==> src/rtl/mc_control_unit.sv <==
// Multi-cycle control unit: decodes opcodes into registered datapath controls and sequences memory transfers.
// Latency: ALU ops 1 cycle (1/cycle throughput); loads N+3 edges, stores N+2 edges for N busy cycles.
// Backpressure: OP_ACCEPT drops during memory transfers, write-back and fault; PC_STALL holds fetch meanwhile.
module mc_control_unit #(
    parameter int OP_WIDTH       = 8,
    parameter int TIMEOUT_CYCLES = 64
) (
    input  logic                CLK,
    input  logic                RESET,
    input  logic [OP_WIDTH-1:0] OP,
    input  logic                OP_VALID,
    output logic                OP_ACCEPT,
    input  logic                BUSYWAIT,
    input  logic                CLEAR_FAULT,
    output logic                PC_STALL,
    output logic [2:0]          ALUOP,
    output logic [1:0]          SHIFTOP,
    output logic                MUX_2SCMPL,
    output logic                MUX_IMMD,
    output logic                WRITEENABLE,
    output logic                BEQ_ENABLE,
    output logic                BNE_ENABLE,
    output logic                JUMP_ENABLE,
    output logic                SHIFT_ENABLE,
    output logic                READ,
    output logic                WRITE,
    output logic                MUX_WRITEDATA,
    output logic                FAULT,
    output logic [1:0]          FAULT_CODE
);

    localparam int CNT_W = $clog2(TIMEOUT_CYCLES + 1);
    localparam logic [CNT_W-1:0] CNT_LAST = CNT_W'(TIMEOUT_CYCLES - 1);

    localparam logic [1:0] FC_NONE    = 2'b00;
    localparam logic [1:0] FC_ILLEGAL = 2'b01;
    localparam logic [1:0] FC_TIMEOUT = 2'b10;

    typedef enum logic [2:0] {
        S_IDLE,
        S_EXEC,
        S_MEM_WAIT,
        S_WBACK,
        S_FAULT
    } state_t;

    typedef struct packed {
        logic [2:0] aluop;
        logic [1:0] shiftop;
        logic       mux_2scmpl;
        logic       mux_immd;
        logic       writeenable;
        logic       beq_enable;
        logic       bne_enable;
        logic       jump_enable;
        logic       shift_enable;
        logic       read;
        logic       write;
        logic       mux_writedata;
    } ctrl_t;

    state_t           state;
    ctrl_t            ctrl_q;
    ctrl_t            dec_ctrl;
    logic             op_legal;
    logic             dec_mem;
    logic             mem_op;
    logic [CNT_W-1:0] busy_cnt;

    // Registered controls of the op currently in flight; memory ops are identified by READ/WRITE.
    assign mem_op = ctrl_q.read | ctrl_q.write;

    // Opcode decode; the write-enable of a load is deferred to the write-back cycle.
    always_comb begin
        dec_ctrl = '0;
        op_legal = ((OP >> 5) == '0);
        case (OP[4:0])
            5'h00: begin dec_ctrl.mux_immd = 1'b1; dec_ctrl.writeenable = 1'b1; end
            5'h01: begin dec_ctrl.writeenable = 1'b1; end
            5'h02: begin dec_ctrl.aluop = 3'b001; dec_ctrl.writeenable = 1'b1; end
            5'h03: begin dec_ctrl.aluop = 3'b001; dec_ctrl.mux_2scmpl = 1'b1; dec_ctrl.writeenable = 1'b1; end
            5'h04: begin dec_ctrl.aluop = 3'b010; dec_ctrl.writeenable = 1'b1; end
            5'h05: begin dec_ctrl.aluop = 3'b011; dec_ctrl.writeenable = 1'b1; end
            5'h06: begin dec_ctrl.aluop = 3'b111; dec_ctrl.jump_enable = 1'b1; end
            5'h07: begin dec_ctrl.aluop = 3'b001; dec_ctrl.mux_2scmpl = 1'b1; dec_ctrl.beq_enable = 1'b1; end
            5'h08: begin dec_ctrl.read = 1'b1; dec_ctrl.mux_writedata = 1'b1; end
            5'h09: begin dec_ctrl.read = 1'b1; dec_ctrl.mux_writedata = 1'b1; dec_ctrl.mux_immd = 1'b1; end
            5'h0A: begin dec_ctrl.write = 1'b1; end
            5'h0B: begin dec_ctrl.write = 1'b1; dec_ctrl.mux_immd = 1'b1; end
            5'h0C: begin dec_ctrl.aluop = 3'b100; dec_ctrl.writeenable = 1'b1; end
            5'h0D: begin
                dec_ctrl.aluop = 3'b101; dec_ctrl.shiftop = 2'b11; dec_ctrl.shift_enable = 1'b1;
                dec_ctrl.mux_immd = 1'b1; dec_ctrl.writeenable = 1'b1;
            end
            5'h0E: begin
                dec_ctrl.aluop = 3'b101; dec_ctrl.shiftop = 2'b00; dec_ctrl.shift_enable = 1'b1;
                dec_ctrl.mux_immd = 1'b1; dec_ctrl.writeenable = 1'b1;
            end
            5'h0F: begin
                dec_ctrl.aluop = 3'b110; dec_ctrl.shiftop = 2'b01; dec_ctrl.shift_enable = 1'b1;
                dec_ctrl.mux_immd = 1'b1; dec_ctrl.writeenable = 1'b1;
            end
            5'h10: begin
                dec_ctrl.aluop = 3'b110; dec_ctrl.shiftop = 2'b10; dec_ctrl.shift_enable = 1'b1;
                dec_ctrl.mux_immd = 1'b1; dec_ctrl.writeenable = 1'b1;
            end
            5'h11: begin dec_ctrl.aluop = 3'b111; dec_ctrl.mux_2scmpl = 1'b1; dec_ctrl.bne_enable = 1'b1; end
            default: op_legal = 1'b0;
        endcase
        if (!op_legal) begin
            dec_ctrl = '0;
        end
        dec_mem = dec_ctrl.read | dec_ctrl.write;
    end

    // Accept only from IDLE or from EXEC of a non-memory op, giving 1 op/cycle for ALU streams.
    always_comb begin
        OP_ACCEPT = OP_VALID && ((state == S_IDLE) || ((state == S_EXEC) && !mem_op));
    end

    // Control FSM; every output is registered so reset clears them immediately.
    always_ff @(posedge CLK or negedge RESET) begin
        if (!RESET) begin
            state      <= S_IDLE;
            ctrl_q     <= '0;
            busy_cnt   <= '0;
            PC_STALL   <= 1'b0;
            FAULT      <= 1'b0;
            FAULT_CODE <= FC_NONE;
        end else begin
            case (state)
                S_IDLE, S_EXEC: begin
                    if ((state == S_EXEC) && mem_op) begin
                        state    <= S_MEM_WAIT;
                        busy_cnt <= '0;
                    end else if (OP_VALID && op_legal) begin
                        state    <= S_EXEC;
                        ctrl_q   <= dec_ctrl;
                        PC_STALL <= dec_mem;
                    end else if (OP_VALID) begin
                        state      <= S_FAULT;
                        ctrl_q     <= '0;
                        PC_STALL   <= 1'b1;
                        FAULT      <= 1'b1;
                        FAULT_CODE <= FC_ILLEGAL;
                    end else begin
                        state    <= S_IDLE;
                        ctrl_q   <= '0;
                        PC_STALL <= 1'b0;
                    end
                end
                S_MEM_WAIT: begin
                    if (BUSYWAIT) begin
                        if (busy_cnt == CNT_LAST) begin
                            state      <= S_FAULT;
                            ctrl_q     <= '0;
                            FAULT      <= 1'b1;
                            FAULT_CODE <= FC_TIMEOUT;
                        end else begin
                            busy_cnt <= busy_cnt + CNT_W'(1);
                        end
                    end else if (ctrl_q.read) begin
                        state                <= S_WBACK;
                        ctrl_q.read          <= 1'b0;
                        ctrl_q.mux_writedata <= 1'b1;
                        ctrl_q.writeenable   <= 1'b1;
                    end else begin
                        state    <= S_IDLE;
                        ctrl_q   <= '0;
                        PC_STALL <= 1'b0;
                    end
                end
                S_WBACK: begin
                    state    <= S_IDLE;
                    ctrl_q   <= '0;
                    PC_STALL <= 1'b0;
                end
                S_FAULT: begin
                    if (CLEAR_FAULT) begin
                        state      <= S_IDLE;
                        PC_STALL   <= 1'b0;
                        FAULT      <= 1'b0;
                        FAULT_CODE <= FC_NONE;
                    end
                end
                default: begin
                    state    <= S_IDLE;
                    ctrl_q   <= '0;
                    PC_STALL <= 1'b0;
                end
            endcase
        end
    end

    assign ALUOP         = ctrl_q.aluop;
    assign SHIFTOP       = ctrl_q.shiftop;
    assign MUX_2SCMPL    = ctrl_q.mux_2scmpl;
    assign MUX_IMMD      = ctrl_q.mux_immd;
    assign WRITEENABLE   = ctrl_q.writeenable;
    assign BEQ_ENABLE    = ctrl_q.beq_enable;
    assign BNE_ENABLE    = ctrl_q.bne_enable;
    assign JUMP_ENABLE   = ctrl_q.jump_enable;
    assign SHIFT_ENABLE  = ctrl_q.shift_enable;
    assign READ          = ctrl_q.read;
    assign WRITE         = ctrl_q.write;
    assign MUX_WRITEDATA = ctrl_q.mux_writedata;

endmodule

==> config.mk <==
export PLATFORM = sky130hd
export DESIGN_NAME = mc_control_unit
export DESIGN_NICKNAME = d
export VERILOG_FILES = /design/src/rtl/mc_control_unit.sv
export SDC_FILE = /design/constraint.sdc
export NUM_CORES = 1
export LEC_CHECK = 0
export CAP_MARGIN = 5
export CORE_ASPECT_RATIO = 0.7
export CORE_MARGIN = 1.5
export CORE_UTILIZATION = 30
export DETAILED_ROUTE_END_ITERATION = 6
export PLACE_DENSITY = 0.52
export SKIP_LAST_GASP = 1
export SLEW_MARGIN = 20
export SYNTH_ARGS = -nofsm -noshare
export SYNTH_HDL_FRONTEND = slang
export SYNTH_SLANG_ARGS = --single-unit
==> constraint.sdc <==
create_clock -name CLK -period 5 [get_ports CLK]
set_input_delay 1 -clock CLK [delete_from_list [all_inputs] [get_ports CLK]]
set_output_delay 1 -clock CLK [all_outputs]
set_load 0.03 [all_outputs]
* Word-level counts from Yosys, hierarchy flattened
Cells that the tools add are included.
Operators by class: multiplexer cells 53, reduce and logical (&&, ||, !) cells 29, eq/ne operators 33, add/sub/neg operators 1, bitwise logic cells 3
Operators with widths (count):
- $mux W15 | 5
- $pmux W15 S3 | 1
- $eq A5 B4 Y1 const B | 8
- $mux W7 | 4
- $mux W1 | 22
- $pmux W3 S7 | 1
- $eq A5 B3 Y1 const B | 4
- $ne A2 B2 Y1 const B | 10
- $mux W3 | 6
- $reduce_or A18 Y1 | 1
- $mux W2 | 7
- $pmux W7 S2 | 1
- $pmux W2 S3 | 2
- $reduce_and A4 Y1 | 3
- $reduce_or A2 Y1 | 6
- $reduce_or A11 Y1 | 1
- $eq A5 B2 Y1 const B | 2
- $eq A5 B5 Y1 const B | 2
- $pmux W3 S3 | 1
- $logic_not A8 Y1 | 1
- $add A7 B1 Y7 const B | 1
- $eq A7 B6 Y1 const B | 1
- $reduce_and A7 Y1 | 1
- $reduce_or A7 Y1 | 1
- other kinds (20) | 27
Word-level totals: input port bits 13, output and inout port bits 20, flip-flop bits (word level) 29, logic and storage cells 136

* Longest topological paths before layout
Gate-level depths: netlist of the first run.
depth in word-level cells 8, depth in mapped cells 7, gate-level depth less buffers 6

* Worst setup path after synthesis of the first run
No wires, ideal clock.
path type input -> output, from input OP_VALID, to output OP_ACCEPT, required time 4.000 ns, buffers on the path 0, setup slack 2.437 ns, arrival time 1.563 ns, cell stages on the path 2, path through nor3b_2 and2_1
Between the ends: word-level cells in the longest chain between the ends 1
Ends and longest elaborated chain:
- start: declaration | RTL line 11 | input logic OP_VALID,
- $logic_and A1 B1 Y1 | RTL line 118 | OP_ACCEPT = OP_VALID && ((state == S_IDLE) || ((state == S_EXEC) && !mem_op));
- end: declaration | RTL line 12 | output logic OP_ACCEPT,
Every way passes these cells.

* Worst setup path in the final report of the first run
Ends and elaborated chain as after synthesis.

==> impl_metrics.sql, run 1 <==
INSERT INTO impl_metrics (metric_group, metric, value, unit) VALUES
('place', 'gpl.final_weighted_congestion', '0.7280', ''),
('setup_path', 'worst-setup-path-type', 'in2out', ''),
('sta', 'finClkSkew', '0.004297', 'ns'),
('yosys', 'synth_edf_count', '0', ''),
('setup_path', 'worst-path-max-fanout', '4', ''),
('yosys', 'postSynthRegisterBits', '29', ''),
('power', 'powerDensity', '347.9', 'nW/um^2'),
('route', 'antenna_violating_nets_post_route', '0', ''),
('clock_tree', 'clk_latency', '0.28', 'ns'),
('hold_path', 'worstHoldStart', 'SHIFTOP[0]$_DFFE_PN0P_', ''),
('floorplan', 'pin_count', '33', ''),
('floorplan', 'floorplan.core_area', '5313', 'sq um'),
('global_route', 'antenna_found_initial', '0', ''),
('clock_tree', 'cts-htree-levels', '2', ''),
('layout', 'layoutNonFillerInstCount', '278', ''),
('route', 'drt_first_pass_iters', '4', ''),
('clock_tree', 'cts-root-buf', 'sky130_fd_sc_hd__clkbuf_8', ''),
('sta', 'report.final.setup_viol', '0', ''),
('place', 'place.port_buffers', '32', ''),
('place', 'dp_hpwl', '2.832', 'mm'),
('layout', 'syn2layout_area_growth', '27.96', '%'),
('route', 'detail_route.iter0.violations', '82', ''),
('outcome', 'status', 'finished clean', ''),
('floorplan', 'initial_util', '0.3168', ''),
('clock_tree', 'numCtsBuffers', '5', ''),
('floorplan', 'die_h', '65.67', 'um'),
('setup_path', 'endpoint_kind', 'output pin', ''),
('layout', 'antenna_cells_inserted', '0', ''),
('route', 'route.detailed.wl_per_inst', '14.22', 'um'),
('floorplan', 'fp.dieW', '92.52', 'um'),
('run', 'max-cap-violations', '0', ''),
('clock_tree', 'clock_tree_from_tritoncts', 'built', ''),
('power', 'overall_power_of_the_completed_layout', '0.7491', 'mW'),
('place', 'place.detailed.instances', '270', ''),
('clock_tree', 'clock_sink_count', '29', ''),
('setup_path', 'worst_setup_path_start_kind', 'input pin', ''),
('yosys', 'syn_avg_cell_area', '9.672', 'sq um'),
('floorplan', 'fp.dieArea', '6075', 'sq um'),
('clock_tree', 'cts_hold_buffers', '0', ''),
('route', 'vias', '1376', ''),
('sta', 'rsz0062_at_grt', 'no', ''),
('route', 'routed_wirelength', '3.953', 'mm'),
('place', 'preCtsSetupSlack', '1.361', 'ns'),
('setup_path', 'worstPathRequired', '4.00', 'ns'),
('global_route', 'wire_length_of_the_first_global_routing_pass', '6.762', 'mm'),
('layout', 'post_route_cells_drive_above_1_share', '0.1117', ''),
('yosys', 'netlist_instances', '174', ''),
('yosys', 'synth.distinct_cells', '49', ''),
('sta', 'transition_time_at_the_pin_with_the_least_slew_margin', '0.9051', 'ns'),
('yosys', 'post-synth-top-area-fraction', '0.4312', ''),
('layout', 'filler_cell_count', '561', ''),
('yosys', 'ys_top_cells_by_area', 'sky130_fd_sc_hd__dfrtp_1 43%, sky130_fd_sc_hd__nand2_1 4.7%, sky130_fd_sc_hd__nor2_1 3.1%, sky130_fd_sc_hd__o31ai_1 2.7%, sky130_fd_sc_hd__xor2_1 2.6%', ''),
('sta', 'post-route-min-period', '3.634', 'ns'),
('setup_path', 'critPathArrivalTime', '2.63', 'ns'),
('sta', 'drv_slew', '0', ''),
('place', 'post_dp_cell_area', '2037', 'sq um'),
('global_route', 'congestion_overflow_gr', '0', ''),
('hold_path', 'hold_path.class', 'reg2reg', ''),
('power', 'max-vdd-ir-drop', '0.1409', 'mV'),
('clock_tree', 'postCtsSetupBuffers', '0', ''),
('power', 'cellLeakagePower', '0.8859', 'nW'),
('yosys', 'postSynthNetCount', '188', ''),
('yosys', 'postSynth.topFlopCell', 'sky130_fd_sc_hd__dfrtp_1', ''),
('sta', 'max_slew_margin', '0.3966', ''),
('clock_tree', 'clk_path_buf_depth', '2', ''),
('layout', 'design.final.nets', '219', ''),
('sta', 'period_share', '0.7268', ''),
('yosys', 'postSynth.asyncResetShare', '1.000', ''),
('clock_tree', 'post_cts.resized_instances', '0', ''),
('floorplan', 'num_rows', '22', ''),
('global_route', 'total_track_usage', '0.1474', '');
final timing paths:
kind / end / cells past startpoint / slack, ns
setup reg to reg: SHIFT_ENABLE$_DFFE_PN0P_ / 5 / 2.66
max in group asynchronous: state[0]$_DFFE_PN0P_ / 2 / 3.62
setup / recovery: OP_ACCEPT / 4 / 1.37
hold / removal: SHIFTOP[0]$_DFFE_PN0P_ / 2 / 0.48
hold reg to reg: SHIFTOP[0]$_DFFE_PN0P_ / 2 / 0.48
min in group asynchronous: ALUOP[0]$_DFFE_PN0P_ / 2 / 1.10
final cells by class:
cell class | count | area (sq um) | area share
multi-input combinational | 130 | 870.8 | 0.4044
sequential | 29 | 725.7 | 0.3370
timing repair buffer | 33 | 327.8 | 0.1522
tap | 72 | 90.09 | 0.04184
clock buffer | 7 | 86.33 | 0.04009
clock inverter | 1 | 30.03 | 0.01395
inverter | 6 | 22.52 | 0.01046
layout by cell type (no fill, tap or decap), types with 2 or more instances in the layout:
master,Yosys,layout
sky130_fd_sc_hd__a32oi_1,2,2
sky130_fd_sc_hd__a21oi_2,2,2
sky130_fd_sc_hd__a21o_1,2,2
sky130_fd_sc_hd__nor3b_1,4,4
sky130_fd_sc_hd__xor2_1,5,5
sky130_fd_sc_hd__nand2_1,21,21
sky130_fd_sc_hd__a211oi_1,3,3
sky130_fd_sc_hd__mux2_2,3,3
sky130_fd_sc_hd__clkbuf_8,0,6
sky130_fd_sc_hd__clkdlybuf4s50_1,0,32
sky130_fd_sc_hd__a21oi_1,6,6
sky130_fd_sc_hd__nand4_1,4,4
sky130_fd_sc_hd__nor2_1,14,14
sky130_fd_sc_hd__o21ai_1,2,2
sky130_fd_sc_hd__o31ai_1,6,6
sky130_fd_sc_hd__o22a_1,2,2
sky130_fd_sc_hd__nor3_1,6,6
sky130_fd_sc_hd__inv_1,6,6
sky130_fd_sc_hd__o41ai_1,4,4
sky130_fd_sc_hd__o21ai_0,8,8
sky130_fd_sc_hd__nand2b_1,3,3
sky130_fd_sc_hd__and3_1,2,2
sky130_fd_sc_hd__o21a_1,2,2
sky130_fd_sc_hd__and2_1,2,2
sky130_fd_sc_hd__dfrtp_1,29,29
sky130_fd_sc_hd__nand3_1,6,6
power by group:
| group | switching [mW] | internal, mW |
|---|---|---|
| Sequential | 0.0182 | 0.251 |
| Combinational | 0.129 | 0.0965 |
| Clock | 0.0920 | 0.162 |
logic make-up after synthesis:
kind of cell    count (synthesis)  synth area share
simple gates                   74            0.2476
compound gates                 46            0.2097
flops                          29            0.4312
buf+inv                        15           0.05130
xor+xnor                        5           0.02602
mux                             4           0.02676
fa+ha+maj                       1          0.007434
flip-flops by register name, summed over array words and instances (netlist names):
signal and cells:
FAULT_CODE 2, state 3, ALUOP 3, BNE_ENABLE 1
SHIFTOP 2, MUX_IMMD 1, SHIFT_ENABLE 1, busy_cnt 7
JUMP_ENABLE 1, BEQ_ENABLE 1, WRITE 1, FAULT 1
MUX_WRITEDATA 1, PC_STALL 1, WRITEENABLE 1, READ 1
MUX_2SCMPL 1
synthesized netlist by cell type, types with 4 or more instances:
master                    count
sky130_fd_sc_hd__nand3_1      6
sky130_fd_sc_hd__a21oi_1      6
sky130_fd_sc_hd__o31ai_1      6
sky130_fd_sc_hd__nor2_1      14
sky130_fd_sc_hd__o41ai_1      4
sky130_fd_sc_hd__nor3_1       6
sky130_fd_sc_hd__inv_1        6
sky130_fd_sc_hd__o21ai_0      8
sky130_fd_sc_hd__nand4_1      4
sky130_fd_sc_hd__xor2_1       5
sky130_fd_sc_hd__nor3b_1      4
sky130_fd_sc_hd__dfrtp_1     29
sky130_fd_sc_hd__nand2_1     21
through the flow:
stage	utilization	hold slack, ns
after CTS	0.4053	0.4839
after global routing	0.4053	0.5130
after floorplan	-	0.4965
final	0.4053	0.4814
after detailed placement	0.3834	0.4697
after global placement	0.3834	0.4628
per-layer routing:
layer	share of wire	GRT usage
met1	0.55	0.2254
met2	0.39	0.1903
met3	0.040	0.04977
met4	0.010	0.04038
met5	0	0
worst max-delay path, stage by stage:
cell and delay (ns):
sky130_fd_sc_hd__clkdlybuf4s50_1 0.48, sky130_fd_sc_hd__nor3b_2 0.25, sky130_fd_sc_hd__and2_1 0.22, sky130_fd_sc_hd__clkdlybuf4s50_1 0.68
Power figures use the tool's default switching activity.
==> run 2: changes to the inputs <==
--- a/config.mk
+++ b/config.mk
@@ -10,7 +10,7 @@
 export CORE_MARGIN = 1.5
 export CORE_UTILIZATION = 30
 export DETAILED_ROUTE_END_ITERATION = 6
-export PLACE_DENSITY = 0.52
+export PLACE_DENSITY = 0.54
 export SKIP_LAST_GASP = 1
 export SLEW_MARGIN = 20
 export SYNTH_ARGS = -nofsm -noshare
==> constraint.sdc (replaced) <==
create_clock -name CLK -period 2.92 [get_ports CLK]
set_input_delay 0.584 -clock CLK [delete_from_list [all_inputs] [get_ports CLK]]
set_output_delay 0.584 -clock CLK [all_outputs]
set_load 0.03 [all_outputs]
==> run 2 against run 1 <==
Net effect:
- sequential share of layout area is 0.23 points lower
- highest routed layer unchanged
- global-route usage is 0.27 points lower
- count of clock-buffer cells in the layout stayed put
- hold slack worse by 0.0035 ns
- core utilization is 0.28 points higher
- final cell count is 1.8% higher
- final area is 0.70% higher
- sequential cell count stayed put
- register-to-register slack worse by 1.9 ns
- critical endpoint unchanged
==> impl_metrics.sql, run 2 (same netlist as run 1, synthesis figures left out) <==
INSERT INTO impl_metrics (metric_group, metric, value, unit) VALUES
('outcome', 'status', 'finished clean', ''),
('sta', 'report.final.setup_viol', '0', ''),
('clock_tree', 'numCtsBuffers', '5', ''),
('clock_tree', 'cts-root-buf', 'sky130_fd_sc_hd__clkbuf_8', ''),
('setup_path', 'worst-setup-path-type', 'in2out', ''),
('sta', 'transition_time_at_the_pin_with_the_least_slew_margin', '0.9080', 'ns'),
('global_route', 'wire_length_of_the_first_global_routing_pass', '6.665', 'mm'),
('layout', 'antenna_cells_inserted', '0', ''),
('layout', 'layoutNonFillerInstCount', '283', ''),
('run', 'max-cap-violations', '0', ''),
('clock_tree', 'postCtsSetupBuffers', '0', ''),
('clock_tree', 'worst_setup_hold_path_clk_slew', '0.06', 'ns'),
('setup_path', 'r2r-end', 'SHIFT_ENABLE$_DFFE_PN0P_', ''),
('setup_path', 'worst-path-max-fanout', '3', ''),
('sta', 'rsz0062_at_grt', 'no', ''),
('route', 'routed_wirelength', '4.036', 'mm'),
('power', 'powerDensity', '552.8', 'nW/um^2'),
('layout', 'filler_cell_count', '534', ''),
('clock_tree', 'clk_path_buf_depth', '2', ''),
('setup_path', 'crit_path_start', 'OP_VALID', ''),
('hold_path', 'hold-path-cell-count', '2', ''),
('place', 'place.detailed.instances', '276', ''),
('place', 'dp_hpwl', '2.902', 'mm'),
('setup_path', 'setup_slack_of_the_worst_register_to_register_path', '0.74', 'ns'),
('floorplan', 'num_rows', '22', ''),
('sta', 'drv_slew', '0', ''),
('sta', 'final.setup.worst_slack', '0.2221', 'ns'),
('route', 'drc', '0', ''),
('layout', 'design.final.nets', '225', ''),
('place', 'gpl.final_weighted_congestion', '0.8239', ''),
('layout', 'final_common_cell', 'sky130_fd_sc_hd__clkdlybuf4s50_1', ''),
('layout', 'max_ffs_per_register', '7', ''),
('global_route', 'grt_max_degree', '30', ''),
('route', 'route.detailed.wl_per_inst', '14.26', 'um'),
('place', 'preCtsSetupSlack', '0.2289', 'ns'),
('sta', 'post-route-min-period', '2.698', 'ns'),
('floorplan', 'fp.dieW', '92.52', 'um'),
('layout', 'multi_input_area', '870.8', 'sq um'),
('hold_path', 'hold_path.class', 'reg2reg', ''),
('global_route', 'congestion_overflow_gr', '0', ''),
('global_route', 'total_track_usage', '0.1448', ''),
('power', 'netSwitchingFraction', '0.3419', ''),
('clock_tree', 'clock_tree_from_tritoncts', 'built', ''),
('layout', 'mostFrequentLayoutCells', '32 x sky130_fd_sc_hd__clkdlybuf4s50_1, 29 x sky130_fd_sc_hd__dfrtp_1, 21 x sky130_fd_sc_hd__nand2_1, 14 x sky130_fd_sc_hd__nor2_1, 8 x sky130_fd_sc_hd__o21ai_0', ''),
('layout', 'ff_latch_area', '725.7', 'sq um'),
('floorplan', 'fp.dieArea', '6075', 'sq um'),
('hold_path', 'holdPathEnd', 'MUX_2SCMPL$_DFFE_PN0P_', ''),
('power', 'power_frac_comb', '0.331', ''),
('place', 'post_dp_cell_area', '2082', 'sq um'),
('setup_path', 'r2r.worst_path.cells', '5', ''),
('layout', 'post_route_cells_drive_above_1_share', '0.1327', ''),
('floorplan', 'pin_count', '33', ''),
('clock_tree', 'post_cts.resized_instances', '0', ''),
('setup_path', 'endpoint_kind', 'output pin', ''),
('power', 'power.switching', '0.4098', 'mW'),
('power', 'overall_power_of_the_completed_layout', '1.199', 'mW'),
('floorplan', 'floorplan.core_area', '5313', 'sq um'),
('power', 'cell_internal_pwr', '0.7888', 'mW'),
('route', 'via_per_inst', '4.922', ''),
('route', 'vias', '1393', ''),
('power', 'p_seq_frac', '0.389', ''),
('place', 'place.port_buffers', '32', ''),
('power', 'clock_power_share', '0.281', ''),
('power', 'cellLeakagePower', '0.9016', 'nW'),
('power', 'max-vdd-ir-drop', '0.1871', 'mV'),
('setup_path', 'rr_startpoint', 'state[2]$_DFFE_PN0P_', ''),
('global_route', 'antenna_found_initial', '0', ''),
('hold_path', 'worstHoldStart', 'MUX_2SCMPL$_DFFE_PN0P_', ''),
('sta', 'finClkSkew', '0.004786', 'ns'),
('layout', 'final_util', '0.4081', ''),
('floorplan', 'die_h', '65.67', 'um'),
('setup_path', 'worst_setup_path_start_kind', 'input pin', ''),
('setup_path', 'critPathArrivalTime', '2.11', 'ns'),
('route', 'detail_route.iter0.violations', '91', ''),
('layout', 'design_area', '2168', 'sq um'),
('sta', 'maxClockFrequency', '0.3707', 'GHz'),
('floorplan', 'initial_util', '0.3168', ''),
('sta', 'max_slew_margin', '0.3947', ''),
('global_route', 'first_global_vias', '1303', ''),
('clock_tree', 'cts-htree-levels', '2', ''),
('clock_tree', 'clk_latency', '0.28', 'ns'),
('route', 'antenna_violating_nets_post_route', '0', ''),
('clock_tree', 'clock_sink_count', '29', ''),
('sta', 'timing.final.hold_violations', '0', ''),
('sta', 'totalNegativeSetupSlack', '0', 'ns'),
('sta', 'period_share', '0.9239', ''),
('setup_path', 'worstPathRequired', '2.34', 'ns'),
('layout', 'syn2layout_area_growth', '28.85', '%'),
('sta', 'hold-worst-slack', '0.4778', 'ns'),
('layout', 'largest-register', 'busy_cnt', ''),
('clock_tree', 'cts_hold_buffers', '0', ''),
('route', 'drt_first_pass_iters', '4', '');
[run 2: changes by cell type in the layout (fill, tap and decap cells not counted), sizes merged]
cell,change
buf,+6
bufinv,-1
[run 2: power groups by stage]
stage,Clock (mW),Sequential [mW],Combinational [mW]
global route,0.368,0.472,0.431
CTS,0.348,0.467,0.399
global placement,0,0.471,0.397
floorplan,0,0.493,0.280
detailed placement,0,0.474,0.398
finish,0.336,0.466,0.396
[run 2: cell type report]
class                   instances  area share
well taps                      72     0.04155
clock buffers                   7     0.03982
inverters                       6     0.01039
multi-input cells             130      0.4016
flip-flops and latches         29      0.3347
repair buffers                 39      0.1720
[run 2: metal layers]
metal,vias up,share of wire,GRT usage
li1,716,-,-
met1,641,0.58,0.2223
met2,30,0.36,0.1875
met3,6,0.042,0.03241
met4,0,0.017,0.06346
met5,-,0,0
[run 2: worst max path at each step]
stage,to,slack [ns],cells after the start
after floorplan,OP_ACCEPT,1.13,2
after global placement,OP_ACCEPT,0.26,4
after detailed placement,OP_ACCEPT,0.23,4
after CTS,OP_ACCEPT,0.22,4
after global routing,OP_ACCEPT,0.17,4
final,OP_ACCEPT,0.22,4
[run 2: worst max-delay path, stage by stage]
cell	delay, ns
sky130_fd_sc_hd__clkdlybuf4s50_1	0.47
sky130_fd_sc_hd__nor3b_2	0.17
sky130_fd_sc_hd__and2_1	0.20
sky130_fd_sc_hd__clkdlybuf4s50_1	0.68
